==> src/rtl/altmemddr_bridge_arbiter.sv <==
// Two-requester Avalon-MM arbiter in front of the DDR clock-crossing bridge
// slave port. Round-robin grant with parking. Outstanding reads are tracked
// in issue order so that each bridge response returns to the master that
// issued the read.
module altmemddr_bridge_arbiter #(
    parameter int ADDR_W      = 24,
    parameter int DATA_W      = 32,
    parameter int BE_W        = 4,
    parameter int MAX_PENDING = 16,
    parameter int CNT_W       = 5
) (
    input  logic              slave_clk,
    input  logic              slave_reset_n,
    // requester 0
    input  logic [ADDR_W-1:0] m0_address,
    input  logic [BE_W-1:0]   m0_byteenable,
    input  logic              m0_read,
    input  logic              m0_write,
    input  logic [DATA_W-1:0] m0_writedata,
    output logic              m0_waitrequest,
    output logic [DATA_W-1:0] m0_readdata,
    output logic              m0_readdatavalid,
    // requester 1
    input  logic [ADDR_W-1:0] m1_address,
    input  logic [BE_W-1:0]   m1_byteenable,
    input  logic              m1_read,
    input  logic              m1_write,
    input  logic [DATA_W-1:0] m1_writedata,
    output logic              m1_waitrequest,
    output logic [DATA_W-1:0] m1_readdata,
    output logic              m1_readdatavalid,
    // bridge slave port
    output logic [ADDR_W-1:0] br_address,
    output logic [BE_W-1:0]   br_byteenable,
    output logic              br_read,
    output logic              br_write,
    output logic [DATA_W-1:0] br_writedata,
    input  logic              br_waitrequest,
    input  logic [DATA_W-1:0] br_readdata,
    input  logic              br_readdatavalid,
    // status
    output logic [CNT_W-1:0]  pending_count,
    output logic              rsp_underflow
);

    localparam int PTR_W = CNT_W - 1;

    typedef enum logic [1:0] {IDLE, GNT0, GNT1} state_t;

    state_t state, state_nxt;

    logic             last_grant;
    logic             req0, req1;
    logic             full, empty;
    logic             read_block;
    logic             accept;
    logic             push, pop;
    logic             head_id;
    logic [MAX_PENDING-1:0] id_fifo;
    logic [PTR_W-1:0] wr_ptr, rd_ptr;

    assign req0  = m0_read | m0_write;
    assign req1  = m1_read | m1_write;
    assign full  = (pending_count == CNT_W'(MAX_PENDING));
    assign empty = (pending_count == '0);

    // Grant register; the arbitration decision takes effect next cycle
    always_ff @(posedge slave_clk or negedge slave_reset_n) begin
        if (!slave_reset_n) state <= IDLE;
        else                state <= state_nxt;
    end

    // Bridge mux, stall generation and next-grant selection
    always_comb begin
        state_nxt      = state;
        br_address     = '0;
        br_byteenable  = '0;
        br_writedata   = '0;
        br_read        = 1'b0;
        br_write       = 1'b0;
        m0_waitrequest = 1'b1;
        m1_waitrequest = 1'b1;
        read_block     = 1'b0;
        accept         = 1'b0;
        case (state)
            IDLE: begin
                if (req0 && req1) state_nxt = last_grant ? GNT0 : GNT1;
                else if (req0)    state_nxt = GNT0;
                else if (req1)    state_nxt = GNT1;
            end
            GNT0: begin
                read_block     = m0_read & full;
                br_address     = m0_address;
                br_byteenable  = m0_byteenable;
                br_writedata   = m0_writedata;
                br_read        = m0_read & ~read_block;
                br_write       = m0_write;
                m0_waitrequest = br_waitrequest | read_block;
                accept         = (br_read | br_write) & ~br_waitrequest;
                if ((accept || !req0) && req1) state_nxt = GNT1;
            end
            GNT1: begin
                read_block     = m1_read & full;
                br_address     = m1_address;
                br_byteenable  = m1_byteenable;
                br_writedata   = m1_writedata;
                br_read        = m1_read & ~read_block;
                br_write       = m1_write;
                m1_waitrequest = br_waitrequest | read_block;
                accept         = (br_read | br_write) & ~br_waitrequest;
                if ((accept || !req1) && req0) state_nxt = GNT0;
            end
            default: state_nxt = IDLE;
        endcase
    end

    // Remember who was served last so the next tie goes to the other one
    always_ff @(posedge slave_clk or negedge slave_reset_n) begin
        if (!slave_reset_n)  last_grant <= 1'b1;
        else if (accept)     last_grant <= (state == GNT1);
    end

    assign push    = accept & br_read;
    assign pop     = br_readdatavalid & ~empty;
    assign head_id = id_fifo[rd_ptr];

    // Issue-order ID FIFO; pointers wrap naturally at MAX_PENDING
    always_ff @(posedge slave_clk or negedge slave_reset_n) begin
        if (!slave_reset_n) begin
            id_fifo       <= '0;
            wr_ptr        <= '0;
            rd_ptr        <= '0;
            pending_count <= '0;
        end else begin
            if (push) begin
                id_fifo[wr_ptr] <= (state == GNT1);
                wr_ptr          <= wr_ptr + PTR_W'(1);
            end
            if (pop) rd_ptr <= rd_ptr + PTR_W'(1);
            case ({push, pop})
                2'b10:   pending_count <= pending_count + CNT_W'(1);
                2'b01:   pending_count <= pending_count - CNT_W'(1);
                default: pending_count <= pending_count;
            endcase
        end
    end

    // Sticky flag for a response with nothing outstanding (dropped)
    always_ff @(posedge slave_clk or negedge slave_reset_n) begin
        if (!slave_reset_n)                    rsp_underflow <= 1'b0;
        else if (br_readdatavalid && empty)    rsp_underflow <= 1'b1;
    end

    assign m0_readdata      = br_readdata;
    assign m1_readdata      = br_readdata;
    assign m0_readdatavalid = br_readdatavalid & ~empty & ~head_id;
    assign m1_readdatavalid = br_readdatavalid & ~empty &  head_id;

endmodule

==> config.mk <==
export PLATFORM = sky130hd
export DESIGN_NAME = altmemddr_bridge_arbiter
export DESIGN_NICKNAME = d
export VERILOG_FILES = /design/src/rtl/altmemddr_bridge_arbiter.sv
export SDC_FILE = /design/constraint.sdc
export NUM_CORES = 1
export LEC_CHECK = 0
export ABC_AREA = 0
export BUFFER_PORTS_ARGS = -buffer_cell sky130_fd_sc_hd__buf_4
export CAP_MARGIN = 20
export CORE_AREA = 2 2 116 118
export CTS_CLUSTER_SIZE = 12
export DETAILED_ROUTE_END_ITERATION = 8
export DIE_AREA = 0 0 118 120
export GPL_TIMING_DRIVEN = 0
export SLEW_MARGIN = 0
export SYNTH_ARGS = -nofsm -noshare
export SYNTH_HDL_FRONTEND = slang
export SYNTH_SLANG_ARGS = --single-unit
==> constraint.sdc <==
create_clock -name slave_clk -period 7.62 [get_ports slave_clk]
set_input_delay 0 -clock slave_clk [delete_from_list [all_inputs] [get_ports slave_clk]]
set_output_delay 0 -clock slave_clk [all_outputs]
set_load 0.02 [all_outputs]
======== After elaboration in Yosys (flattened, before gate mapping) ========
Index checks and enable logic that the tools add are counted.
word-level totals
  register bits ........................... 33
  output and inout bits ................... 136
  word-level logic and storage cells ...... 77
operators by class
  add/sub/neg operators ................... 4
  equality and inequality tests ........... 8
  mux-type cells .......................... 21
  reductions and logical operators ........ 13
  $lt $le $gt $ge ......................... 3
  bitwise gates (word level) .............. 21
operators by type and width
  cell                                                                count
  one-hot mux 32 bit (2 select lines)                                 1
  one-hot mux 24 bit (2 select lines)                                 1
  bitwise mux 16 bit                                                  1
  2-to-1 mux 2 bit                                                    6
  AND 1 bit                                                           10
  less-than comparator 4 x 5 -> 1 bit (second input constant)         2
  one-hot mux 5 bit (2 select lines)                                  1
  adder 4 x 1 -> 4 bit (second input constant)                        2
  one-hot mux 4 bit (2 select lines)                                  1
  bitwise OR 1 bit                                                    6
  one-hot mux 1 bit (2 select lines)                                  3
  one-hot mux 2 bit (3 select lines)                                  1
  adder 5 x 1 -> 5 bit (second input constant)                        1
  == test 5 bit (second input constant)                               1
  logical AND 1 bit                                                   5
  zero test 5 bit                                                     1
  inverter 1 bit                                                      5
  subtractor 5 x 1 -> 5 bit (second input constant)                   1
  binary-select mux 1 bit (select 4 bit)                              1
  demux 1 bit (select 4 bit)                                          1
  == test 2 x 1 -> 1 bit (second input constant)                      2
  == test 2 bit (second input constant)                               2
  greater-or-equal comparator 4 x 1 -> 1 bit (second input constant)  1
  2-to-1 mux 1 bit                                                    4
  7 further kinds                                                     10

======== Depth between registers and ports, before layout ========
  depth in word-level cells ............... 10
  depth in mapped cells ................... 16
  mapped depth without buffers ............ 14

======== Worst setup path after synthesis ========
OpenSTA, ideal clock, no wires.
  path kind ............................... reg-to-reg
  start point ............................. register pending_count[2]
  end point ............................... register pending_count[4]
  arrival ................................. 2.714 ns
  period minus slack after synthesis ...... 2.848 ns
  stages on the path, launching flop included .. 15
  path slack .............................. 4.772 ns
  setup time .............................. 0.134 ns
  data required time ...................... 7.486 ns
  path through ............................ dfrtp_1 > buf_2 > nor4_4 > a221oi_4 > o21a_4 > buf_6 > inv_2 > ha_1 > xor2_1 > ha_1 > inv_1 > o21ai_0 > a211oi_1 > o21bai_1 > xnor2_1
between the ends
  elaborated cells between the ends (all ways) .. 23
  those cells by class .................... 2 x add/sub; 3 x eq/ne; 3 x mux; 13 x bitwise; 2 x reduce/logical
RTL lines
  element                                                                   line     text
  start: declaration                                                        42       output logic [CNT_W-1:0] pending_count,
  start signal: assignment                                                  141      2'b10: pending_count <= pending_count + CNT_W'(1);
  start signal: assignment                                                  142      2'b01: pending_count <= pending_count - CNT_W'(1);
  start signal: assignment                                                  143      default: pending_count <= pending_count;
  == test 5 bit (*)                                                         64       assign full = (pending_count == CNT_W'(MAX_PENDING));
  AND 1 bit (on tied branches)                                              103, 92
  inverter 1 bit (on tied branches)                                         107, 96
  AND 1 bit (on tied branches)                                              107, 96
  one-hot mux 1 bit (2 select lines) (*)                                    85       case (state)
  via br_read                                                               35       output logic br_read,
  AND 1 bit (*)                                                             123      assign push = accept & br_read;
  == test 2 x 1 -> 1 bit or == test 2 bit (tied branches)                   140      case ({push, pop})
  one-hot mux 5 bit (2 select lines) or nonzero test 2 bit (tied branches)  --
The timed path passes the listed nets; every way through them passes the cells marked *.
A chain may end at the register's enable or synchronous reset.

======== Worst setup path in the final report ========
  start point ............................. register state[1]
  end point ............................... register pending_count[4]
between the ends
  longest elaborated chain between the ends .. 5
  elaborated cells between the ends (all ways) .. 9
  those cells by class .................... 4 x eq/ne; 3 x mux; 1 x bitwise; 1 x reduce/logical
RTL lines
  element                                                                   line  text
  start: declaration                                                        50    state_t state, state_nxt;
  start signal: assignment                                                  70    else state <= state_nxt;
  == test 2 bit or == test 2 x 1 -> 1 bit (tied branches)                   85
  one-hot mux 1 bit (2 select lines)                                        85
  AND 1 bit (*)                                                             123
  == test 2 x 1 -> 1 bit or == test 2 bit (tied branches)                   140
  one-hot mux 5 bit (2 select lines) or nonzero test 2 bit (tied branches)  --
Every way passes the cells marked *; elsewhere a longest branch is shown, timed or not.

==> run_results.csv <==
group,metric,value,unit
clock_tree,cts_buffers,5,
layout,fillers,1340,
routing,drc,0,
run,cap_violations,0,
critical_path,crit_end,"pending_count[4]",
routing,final_antenna_net_count,0,
placement,place_inst,829,
sta,worstMarginPinSlew,0.561,ns
global_routing,antenna_found_initial,0,
routing,drt_pass1_iterations,6,
clock_tree,htreeDepth,2,
critical_path,cp.required,7.76,ns
die,design.die.area,14200,um2
pwr,finalPower,1780,uW
layout,stdcell_count,839,
sta,finalSetupViolations,0,
logic_synthesis,synth-edff-count,0,
placement,globalplace.congestion,0.779,
pwr,peakVddDrop,115,uV
critical_path,crit_type,"reg2reg",
placement,dp_hpwl,11.7,mm
sta,maxSlewViolCount,0,
clock_tree,hold_buffers,2,
sta,finalWorstSetupSlack,4.13,ns
critical_path,timing.rr.start,"state[1]",
layout,nets,834,
sta,fin_crit_sh,45.8,%
die,ios,296,
layout,antenna_cells,0,
logic_synthesis,synthTopCellsByCount,"nor2_1 (69), buf_4 (64), a22oi_1 (61), dfrtp_1 (32), clkbuf_1 (19)",
pwr,p_leak,0.00283,uW
clock_tree,clockRootBuffer,"clkbuf_16",
clock_tree,clk_latency,0.28,ns
logic_synthesis,syn_area,3240,um2
sta,relSlewSlack,62.6,%
global_routing,grt_overflow,0,
sta,rsz0062_at_grt,"false",
critical_path,cp-start-kind,"flip-flop",
routing,routed_wl,14.0,mm
status,status,"finished, final reports clean",
logic_synthesis,yosysTopAreaCell,"dfrtp_1",
global_routing,grt_pass1_wl,20.9,mm
die,core_area,13000,um2
logic_synthesis,yosysSeqAreaShare,25.5,%
critical_path,cp-end-kind,"flip-flop",
layout,final_area,5600,um2
logic_synthesis,synth_cell_types,44,
sta,finalSetupTns,0,ns
logic_synthesis,yosysMostFrequentCell,"nor2_1",
logic_synthesis,synth-main-ff-cell,"dfrtp_1",
die,initial_core_util,25.0,%
global_routing,grt_pass1_vias,3757,
sta,final_hold_viol_count,0,
clock_tree,cts_tree,"done",
logic_synthesis,synthArstFlopShare,100,%
clock_tree,clock_path_buffers,2,
critical_path,cp-startpoint,"state[1]",
logic_synthesis,syn_inst,390,
logic_synthesis,synth_nets,562,
sta,fmax,287,MHz
logic_synthesis,synth_area_leaders,"dfrtp_1 (25%), buf_4 (15%), a22oi_1 (14%)",
placement,io_buffers,263,
clock_tree,cts.repair.resized,0,
critical_path,cp_max_fo,10,
global_routing,grt_usage,18.7,%
critical_path,crit_arrival,3.63,ns
placement,placed_area,5440,um2
critical_path,r2r_cells,16,
clock_tree,cts_num_sinks,33,
logic_synthesis,ys_seq_elements,33,
clock_tree,clkTransAtPathRegs,0.05,ns
die,row_count,42,
routing,viasPerCell,4.61,
routing,first_iter_violations,284,
logic_synthesis,synth.top_cell.area_share,24.7,%
critical_path,r2r_end,"pending_count[4]",
global_routing,grt_max_degree,34,
logic_synthesis,syn_avg_cell_area,8.31,um2
layout,area_delta_synth_final,72.8,%
die,die_w,118,um
placement,pre_cts_ws,4.10,ns
routing,wl_per_cell,16.7,um
critical_path,rrSetupSlack,4.13,ns
worst_hold_path,worstHoldPathType,"in2async",
routing,vias,3867,
die,die_y,120,um
clock_tree,postCtsSetupRepairBufs,0,
logic_synthesis,ys_warn_count,0,
layout,layout-drive-gt1-share,53.1,%
sta,min_period,3.49,ns
sta,skew,0.00302,ns
pwr,power_density,318,nW/um2
-- how the worst min path moves through the flow --
stage | from | cells after the start | to
floorplan | slave_reset_n | 0 | id_fifo[0]
global placement | slave_reset_n | 1 | wr_ptr[0]
detailed placement | slave_reset_n | 1 | id_fifo[13]
CTS | br_readdata[3] | 2 | m1_readdata[3]
global route | br_readdata[22] | 2 | m0_readdata[22]
finish | slave_reset_n | 2 | id_fifo[13]
-- layout make-up --
type                            count  area, um2  share of cell area (%)
Tap cell                          176        220                    3.93
Multi-Input combinational cell    253       1760                    31.5
Clock buffer                        8        146                    2.61
Buffer                             93        609                    10.9
Inverter                           11       41.3                   0.737
Timing Repair Buffer              265       1990                    35.6
Sequential cell                    33        827                    14.8
-- placed cells by master, fill, tap and decap left out, types with 2 or more instances in the layout --
cell type,instances
a21oi_1,6
a22oi_1,61
buf_1,4
buf_2,4
buf_4,327
buf_6,2
clkbuf_1,21
clkbuf_16,5
dfrtp_1,32
dlygate4sd3_1,2
ha_1,12
inv_1,9
inv_2,2
mux2_1,18
mux4_2,5
nand2_1,14
nand3_1,14
nand3b_1,2
nand4_1,7
nor2_1,69
nor2b_1,3
o21ai_0,7
o21bai_1,2
o22ai_1,2
xnor2_1,9
xor2_1,3
-- critical path: stages, from the launching register on --
cell      delay [ns]
dfrtp_1         0.40
inv_1           0.14
ha_1            0.18
clkbuf_1        0.45
a22oi_1         0.24
nor2_1          0.21
o21a_4          0.20
buf_6           0.15
inv_2           0.05
ha_1            0.29
xor2_1          0.17
ha_1            0.22
inv_1           0.05
o21ai_0         0.08
a211oi_1        0.24
o21bai_1        0.14
xnor2_1         0.15
-- registers in the layout, indices dropped and copies added, names as in the netlist --
| name | flops |
|---|---|
| id_fifo | 16 |
| pending_count | 5 |
| rd_ptr | 4 |
| wr_ptr | 4 |
| state | 2 |
| last_grant | 1 |
| rsp_underflow | 1 |
-- kinds of logic after synthesis --
family,after synthesis,share of synthesized area (%)
xor+xnor,12,3.24
compound gates,88,20.1
simple gates,117,16.4
fa+ha+maj,12,4.63
buf+inv,104,20.1
flops,33,25.5
mux,24,10.1
-- where the power goes --
part	internal [uW]	switching (uW)	leakage (uW)	total, uW
Clock	130	72.1	0.0000712	202
Combinational	525	763	0.00233	1290
Sequential	234	58.2	0.000424	293
-- per-layer routing --
layer | part of all wire (%) | global-route usage, % | vias up
met3 | 6.3 | 4.23 | 13
met5 | 0 | 0 | -
met4 | 0.70 | 2.94 | 0
li1 | - | - | 1861
met1 | 45 | 26.1 | 1829
met2 | 48 | 29.9 | 164
-- per-stage QoR --
| step | util [%] | hold slack [ns] |
|---|---|---|
| 3_5_place_dp | 41.9 | -0.0279 |
| 6_report | 43.2 | 0.197 |
| 2_1_floorplan | - | -0.296 |
| 3_3_place_gp | 41.9 | -0.0343 |
| 4_1_cts | 43.2 | 0.198 |
| 5_1_grt | 43.2 | 0.199 |
No activity file was read; power rests on OpenSTA's default activity.
